`src/rtl/top4_pkg.sv`:
```
// rtl/top4_pkg.sv - shared types and constants for the top-4 sorter (TOP4_ABS_EN selects magnitude ranking)
package top4_pkg;

    localparam int DATA_W    = 16;
    localparam int IDX_W     = 6;
    localparam int CNT_W     = 7;
    localparam int FIRST_CNT = 6;
    localparam int LAST_CNT  = 69;
    localparam int K         = 4;

    typedef struct packed {
        logic                     valid;
        logic signed [DATA_W-1:0] value;
        logic [IDX_W-1:0]         index;
    } slot_t;

    localparam logic signed [DATA_W-1:0] VAL_EMPTY = {1'b1, {(DATA_W-1){1'b0}}};
    localparam logic signed [DATA_W-1:0] VAL_MAX   = {1'b0, {(DATA_W-1){1'b1}}};
    localparam logic [IDX_W-1:0]         IDX_EMPTY = '1;
    localparam slot_t SLOT_EMPTY = '{valid: 1'b0, value: VAL_EMPTY, index: IDX_EMPTY};

    // Ordering key; the magnitude variant saturates so the most-negative sample still ranks at the top.
    function automatic logic signed [DATA_W-1:0] rank_key(input logic signed [DATA_W-1:0] x);
`ifdef TOP4_ABS_EN
        if (x == VAL_EMPTY)
            return VAL_MAX;
        else if (x < 0)
            return -x;
        else
            return x;
`else
        return x;
`endif
    endfunction

endpackage

```
`src/rtl/top4_slot.sv`:
```
// rtl/top4_slot.sv - one entry of the running top-4 list (value, index, valid)
module top4_slot
    import top4_pkg::*;
(
    input  logic  clk,
    input  logic  rst_n,
    input  logic  clear,
    input  logic  keep_new,
    input  logic  insert,
    input  logic  beat,
    input  logic  beat_up,
    input  slot_t new_entry,
    input  slot_t up_entry,
    output slot_t q
);

    // On clear the head slot may immediately take the first sample of the next frame.
    always_ff @(posedge clk) begin
        if (!rst_n) begin
            q <= SLOT_EMPTY;
        end else if (clear) begin
            q <= keep_new ? new_entry : SLOT_EMPTY;
        end else if (insert && beat_up) begin
            q <= up_entry;
        end else if (insert && beat) begin
            q <= new_entry;
        end
    end

endmodule

```
`src/rtl/top4_sorter.sv`:
```
// rtl/top4_sorter.sv - per-frame running top-4 list with registered result beat (TOP4_ABS_EN: rank by magnitude)
module top4_sorter
    import top4_pkg::*;
(
    input  logic                 clk,
    input  logic                 rst_n,
    input  logic                 in_vld,
    input  logic [DATA_W-1:0]    in_data,
    input  logic [CNT_W-1:0]     cnt,
    input  logic                 out_data_flag,
    output logic                 out_vld,
    output logic [K*DATA_W-1:0]  top_val,
    output logic [K*IDX_W-1:0]   top_idx,
    output logic [2:0]           top_cnt
);

    slot_t              slot_q [K];
    slot_t              up_q   [K];
    slot_t              new_entry;
    logic [K-1:0]       beat;
    logic [K-1:0]       beat_up;
    logic [K-1:0]       keep_new;
    logic               accept;
    logic               close;
    logic               flag_d;
    logic [K*DATA_W-1:0] snap_val;
    logic [K*IDX_W-1:0]  snap_idx;
    logic [2:0]          snap_cnt;

    assign accept = in_vld && (cnt >= CNT_W'(FIRST_CNT)) && (cnt <= CNT_W'(LAST_CNT));
    assign close  = out_data_flag && !flag_d;

    always_comb begin
        new_entry       = SLOT_EMPTY;
        new_entry.valid = 1'b1;
        new_entry.value = in_data;
        new_entry.index = IDX_W'(cnt - CNT_W'(FIRST_CNT));
    end

    // The list is kept sorted, so beat[] is a thermometer: the first set bit is the insertion point.
    always_comb begin
        for (int i = 0; i < K; i++) begin
            beat[i] = !slot_q[i].valid ||
                      (rank_key(in_data) > rank_key(slot_q[i].value));
        end
    end

    assign beat_up  = {beat[K-2:0], 1'b0};
    assign keep_new = {{(K-1){1'b0}}, accept};

    always_comb begin
        up_q[0] = SLOT_EMPTY;
        for (int i = 1; i < K; i++) begin
            up_q[i] = slot_q[i-1];
        end
    end

    for (genvar i = 0; i < K; i++) begin : g_slot
        top4_slot u_slot (
            .clk       (clk),
            .rst_n     (rst_n),
            .clear     (close),
            .keep_new  (keep_new[i]),
            .insert    (accept),
            .beat      (beat[i]),
            .beat_up   (beat_up[i]),
            .new_entry (new_entry),
            .up_entry  (up_q[i]),
            .q         (slot_q[i])
        );
    end

    always_comb begin
        snap_val = '0;
        snap_idx = '0;
        snap_cnt = '0;
        for (int i = 0; i < K; i++) begin
            snap_val[i*DATA_W +: DATA_W] = slot_q[i].value;
            snap_idx[i*IDX_W +: IDX_W]   = slot_q[i].index;
            snap_cnt                     = snap_cnt + 3'(slot_q[i].valid);
        end
    end

    always_ff @(posedge clk) begin
        if (!rst_n) begin
            flag_d  <= 1'b0;
            out_vld <= 1'b0;
            top_val <= '0;
            top_idx <= '0;
            top_cnt <= '0;
        end else begin
            flag_d  <= out_data_flag;
            out_vld <= close;
            if (close) begin
                top_val <= snap_val;
                top_idx <= snap_idx;
                top_cnt <= snap_cnt;
            end
        end
    end

endmodule
```
`config.mk`:
```
export PLATFORM = sky130hd
export DESIGN_NAME = top4_sorter
export DESIGN_NICKNAME = d
export VERILOG_FILES = /design/src/rtl/top4_pkg.sv /design/src/rtl/top4_slot.sv /design/src/rtl/top4_sorter.sv
export SDC_FILE = /design/constraint.sdc
export NUM_CORES = 1
export LEC_CHECK = 0
export ABC_CLOCK_PERIOD_IN_PS = 2470
export CORE_MARGIN = 2
export CORE_UTILIZATION = 40
export CTS_CLUSTER_DIAMETER = 200
export DETAILED_ROUTE_END_ITERATION = 12
export HOLD_SLACK_MARGIN = 0.05
export MAX_ROUTING_LAYER = met4
export SYNTH_ARGS = -nofsm -noshare
export SYNTH_HDL_FRONTEND = slang
export SYNTH_SLANG_ARGS = --single-unit
```
`constraint.sdc`:
```
create_clock -name clk -period 2.47 [get_ports clk]
set_clock_uncertainty 0.05 [all_clocks]
set_input_delay 0.3705 -clock clk [delete_from_list [all_inputs] [get_ports clk]]
set_output_delay 0.3705 -clock clk [all_outputs]
set_load 0.01 [all_outputs]
```
=== After elaboration in Yosys (flattened, before gate mapping) ===
Cells that the tools add are included.

* Reductions and logical operators: 21
* Muxes and demuxes: 9
* $lt $le $gt $ge: 6
* Bitwise operators: 1
* Add/subtract/negate cells: 4

{| class="wikitable"
|+ Operator list
! kind !! number
|-
| two-way mux 23 bit || 9
|-
| greater-than comparator 16 bit || 4
|-
| nonzero test 2 bit || 4
|-
| >= comparator 7 x 3 -> 1 bit, second input constant || 1
|-
| <= comparator 7 bit, second input constant || 1
|-
| logical AND 1 bit || 7
|-
| subtractor 6 x 3 -> 6 bit, second input constant || 1
|-
| logical NOT 1 bit || 5
|-
| logical OR 1 bit || 4
|-
| adder 2 x 1 -> 3 bit || 1
|-
| adder 3 x 1 -> 3 bit || 1
|-
| adder 1 x 1 -> 2 bit || 1
|-
| OR reduction 2 bit || 1
|-
| NOT 1 bit || 1
|}

* Input bits: 27
* Logic and storage cells: 58
* Register bits: 185

=== Longest topological paths before layout ===
* Depth after elaboration: 6
* Mapped depth: 11
* Gate-level depth less buffers: 9

=== By module ===
From an unflattened synthesis, not the netlist that was laid out.

* Cells, all modules: 1,150
* Area, all modules: 9,839.4 um^2

{| class="wikitable"
|+ By module, submodules not included
! module !! cells each !! area each (um^2) !! times used
|-
| top4_sorter || 658 || 5,210.0 || 1
|-
| top4_slot || 123 || 1,157.4 || 4
|}

=== Worst setup path before layout ===
OpenSTA, ideal clock, no wires.

* Path kind: flip-flop to flip-flop
* Start point: register g_slot[1].u_slot.q[13] (netlist name)
* End point: register g_slot[2].u_slot.q[0] (netlist name)
* Path buffers: 2
* Cell stages (with the launch flop): 12
* Arrival: 2,487 ps
* Required time: 2,280 ps
* Setup time: 140 ps
* Setup slack: -207 ps
* Path through: dfxtp_1 -> inv_1 -> ha_1 -> a21oi_1 -> o21ai_0 -> a211o_1 -> o311a_2 -> or3_1 -> buf_4 -> buf_6 -> nand2_1 -> o211ai_1

* Word-level cells in the longest chain between the ends: 4
* Elaborated cells between the ends (all ways): 5
* Those cells by class: 1 x order compare; 1 x mux; 3 x reduce/logical

{| class="wikitable"
|+ Ends and longest elaborated chain
! element !! line !! source
|-
| start, declared || top4_slot.sv:14 || <nowiki>output slot_t q</nowiki>
|-
| start signal, assigned || top4_slot.sv:22 || <nowiki>q <= keep_new ? new_entry : SLOT_EMPTY;</nowiki>
|-
| start signal, assigned || top4_slot.sv:24 || <nowiki>q <= up_entry;</nowiki>
|-
| start signal, assigned || top4_slot.sv:26 || <nowiki>q <= new_entry;</nowiki>
|-
| greater-than comparator 16 bit (*) || top4_sorter.sv:44 || <nowiki>(rank_key(in_data) > rank_key(slot_q[i].value));</nowiki>
|-
| logical OR 1 bit (*) || top4_sorter.sv:43 || <nowiki>beat[i] = !slot_q[i].valid ||</nowiki>
|-
| logical AND 1 bit (*) || top4_slot.sv:23 || <nowiki>end else if (insert && beat_up) begin</nowiki>
|-
| two-way mux 23 bit or nonzero test 2 bit (tied branches) || -- ||
|-
| end signal, assigned || top4_slot.sv:22 ||
|-
| end signal, assigned || top4_slot.sv:24 ||
|-
| end signal, assigned || top4_slot.sv:26 ||
|-
| end, declared || top4_slot.sv:14 ||
|}

Every way passes the cells marked *; elsewhere a longest branch is shown, timed or not.
A chain may end at the register's enable or synchronous reset.

=== Final worst setup path ===
* Start point: register g_slot[1].u_slot.q[16] (netlist name)
* End point: register g_slot[1].u_slot.q[1] (netlist name)

* Word-level cells in the longest chain between the ends: 4

{| class="wikitable"
|+ Ends and longest elaborated chain
! element !! line !! source
|-
| greater-than comparator 16 bit || top4_sorter.sv:44 ||
|-
| logical OR 1 bit || top4_sorter.sv:43 ||
|-
| logical AND 1 bit || top4_slot.sv:25 || <nowiki>end else if (insert && beat) begin</nowiki>
|-
| nonzero test 2 bit (no source line) || -- ||
|}

No other way between the ends.

==> metrics.txt <==
final hold vios=0; Post-synth EDFFs=0; XOR/XNOR Fraction of Synth Area=0.200%; syn_area_per_cell=9.31 µm²; cell internal pwr=5.82 mW; largest family of logic cells by synthesized area=compound AO/OA/AOI/OAI gates; total track usage=about 25%; worst-margin pin slew=0.600 ns; Final nets=between 1000 and 1500; final core occ=65.3%; synth warn=0; clk buf depth=2; syn nets=just over 1000; CP max stage delay=0.46 ns; DR DRC count=0; worst flop-to-flop path endpoint=g_slot[1].u_slot.q[1]$_SDFFE_PP1P_; Slowest-stage cell, CP=or3_4; PnR worst setup slack=-0.209 ns; dpl hpwl=roughly 19000 µm; Worst Hold Depth=4; Synth Area in Adders=9.95%; first-pass GRT wire length=44600 µm; clock root buffer=clkbuf_16; Worst Path Max Fanout=7; status=finished, violations left; Comb power frac=26.9%; CTS Buf Count=17; fraction of registers with async set or reset after synthesis=0%; largest area contributor in the netlist=dfxtp_1; post-place setup slack=-0.777 ns; Seq/Total Area, Yosys=42.3%; count leader, synth=dfxtp_1; worst setup path class=flip-flop to flip-flop; sequential share of power=39.0%; GPL Wtd Cong=0.886; Top delay family on crit path=simple AND/OR/NAND/NOR gates; port buffer count=118; crit path launch type=flip-flop; ys flop type=dfxtp_1; critical path endpoint category=flip-flop; Psw=2.65 mW; WP depth=11; initial antenna violation count=0; Worst R2R Path Depth=11; Netlist cell types=59; clock transition at the registers of the reported paths=0.07 ns; DRT antenna net count=0; die width=152 µm; CP Data Arrival Time=2.96 ns; DR WL/cell=approximately 19 µm; largest cells by area after synthesis=dfxtp_1 42%, ha_1 9.7%, a22o_1 9.1%; Gate Count Post-Synth=940; maxcap violations=0; RSZ-0062 raised after global routing=yes; max_slew headroom=roughly 60%; Final setup viols=83; Initial Utilization=about two fifths; Lkg Pwr=around 5.7 nW; CTS HTree Levels=4; Post-Place Cells=1462; CTS Sinks=185; Vert. Die Dim=around 150 µm; vias in the first global route=8343; final WL=29500 µm; Die Area=23100 µm²; num rows=54; Synth Area in Simple Gates=a little over a tenth; CP cell instances=inv_2 > ha_4 > nand4_1 > buf_4 > nor4_4 > a21oi_2 > o311a_4 > or3_4 > buf_6 > mux2i_1 > o21bai_1; final cell count without fillers=around 1600; Compound-Gate Fraction of Synth Area=26.9%; IO Count=119; Netlist Area Pre-Place=8760 µm²; worst min-delay path endpoint=g_slot[2].u_slot.q[19]$_SDFFE_PP0P_; largest net degree at the start of global routing=between 50 and 60; Pre-antenna DRT Iters=5; Via density=5.56; CTS tree=yes; Worst R2R Start=g_slot[1].u_slot.q[16]$_SDFFE_PP0P_; finished layout cell area=14100 µm²; Switching Fraction=31.3%; setup total negative slack=-9.00 ns; total power draw=between 8 and 9 mW; Hold Startpoint=in_data[13]; later-pin clock latency in the skew report=0.44 ns; Fmax achieved=373 MHz; #FFs+latches synth=185; Clk pwr share=34.1%; area grow syn2layout=61.2%; failing checks=setup timing; flop-to-flop setup slack=-0.21 ns; placed cell area=between 10000 and 15000 µm²; top cell type's share of synthesized area=42.3%; PD cells=roughly 600 nW/µm²; Synth top cells by count=185 x dfxtp_1, 91 x a22o_1, 85 x nand2_1; multiplexer share of the synthesized area=3.33%; GRT Residual Overflow=0; Worst Hold Class=input pin to flip-flop; vias=8629; ant diodes=0; CP Buf/Inv Count=3; Critical Path RT=2.75 ns; total core area=21600 µm²; VDD IR-drop max=about 0.00049 V; minimum clock period=between 2 and 3 ns; Final Max Tran Viols=0; Min Hold Slack=0.358 ns; period utilization=108%; layout cell share with drive strength beyond 1=39.7%; DRT iter0 DRCs=586
sequential cells by signal, indices dropped and copies added (netlist names):
register / count
g_slot.u_slot.q: 92
top_val: 64
top_idx: 24
out_vld: 1
flag_d: 1
top_cnt: 3
how the worst max path moves through the flow:
stage                                   startpoint                                   to  slack [ns]
2_1_floorplan                          in_data[14]   g_slot[3].u_slot.q[3]$_SDFFE_PP1P_      0.0003
3_3_place_gp                           in_data[15]  g_slot[1].u_slot.q[18]$_SDFFE_PP0P_       -0.76
3_5_place_dp                           in_data[13]  g_slot[1].u_slot.q[18]$_SDFFE_PP0P_       -0.78
4_1_cts        g_slot[2].u_slot.q[21]$_SDFFE_PP1P_   g_slot[2].u_slot.q[4]$_SDFFE_PP1P_       -0.08
5_1_grt        g_slot[1].u_slot.q[21]$_SDFFE_PP1P_   g_slot[2].u_slot.q[4]$_SDFFE_PP1P_       -0.28
6_report       g_slot[1].u_slot.q[16]$_SDFFE_PP0P_   g_slot[1].u_slot.q[1]$_SDFFE_PP1P_       -0.21
per-layer routing:
layer / vias to the layer above / part of all wire [%] / GRT usage, %
met5: - / 0 / -
met4: 0 / 2.0 / 6.54
met3: 61 / 4.8 / 3.88
met2: 281 / 45 / 36.7
met1: 4142 / 48 / 34.6
li1: 4145 / - / -
cells in the final DEF (no fill, tap or decap), drive strengths merged, types with 3 or more instances in the layout:
master / Yosys / layout
nand3: 26 / 26
a32oi: 15 / 15
a211oi: 19 / 19
nor3: 6 / 6
nor2b: 5 / 5
a21oi: 56 / 56
dlygate4sd2: 0 / 13
inv: 73 / 78
and3b: 3 / 3
nand4: 14 / 14
mux2i: 28 / 28
buf: 23 / 240
clkbuf: 41 / 22
o211ai: 11 / 11
o31ai: 3 / 3
o2111a: 14 / 14
a311oi: 16 / 16
clkinv: 0 / 8
clkdlybuf4s50: 0 / 101
dfxtp: 185 / 185
and2: 7 / 7
a22o: 91 / 91
clkdlybuf4s15: 0 / 3
a221oi: 4 / 4
nor4: 4 / 4
o21ai: 63 / 63
a31oi: 4 / 4
a21o: 7 / 7
or3: 6 / 6
nand2: 85 / 85
a211o: 5 / 5
ha: 68 / 68
nor2: 31 / 31
o21bai: 4 / 4
cell families after synthesis:
| logic type | Yosys count |
|---|---|
| compound gates | 320 |
| simple gates | 198 |
| mux | 29 |
| buf+inv | 137 |
| flops | 185 |
| fa+ha+maj | 69 |
| xor+xnor | 2 |
timing repair:
action                     4_1_cts  5_1_grt
setup buffers                   34       17
setup endpoints to repair       88       88
resized for setup              179      140
hold buffers                     0        0
gates cloned                     6        4
pin swaps                       78       93
tightest hold or removal path: stages:
cell             delay, ns
clkdlybuf4s15_1       0.18
buf_6                 0.14
nand2_1               0.05
a311oi_1              0.07
power groups by stage:
stage	Combinational [mW]	Clock (mW)	Sequential (mW)
2_1_floorplan	0.864	0	3.38
4_1_cts	2.04	2.91	3.30
3_3_place_gp	1.73	0	3.36
3_5_place_dp	1.75	0	3.36
5_1_grt	2.44	3.05	3.33
6_report	2.28	2.89	3.31
area by class of cell:
class | count | area [µm²]
Timing Repair Buffer | 363 | 3480
Clock inverter | 14 | 186
Tap cell | 280 | 350
Inverter | 73 | 279
Sequential cell | 185 | 3750
Clock buffer | 18 | 439
Fill cell | 1691 | 7510
Multi-Input combinational cell | 618 | 5630
Note: power is estimated with default switching activity, not from simulation.
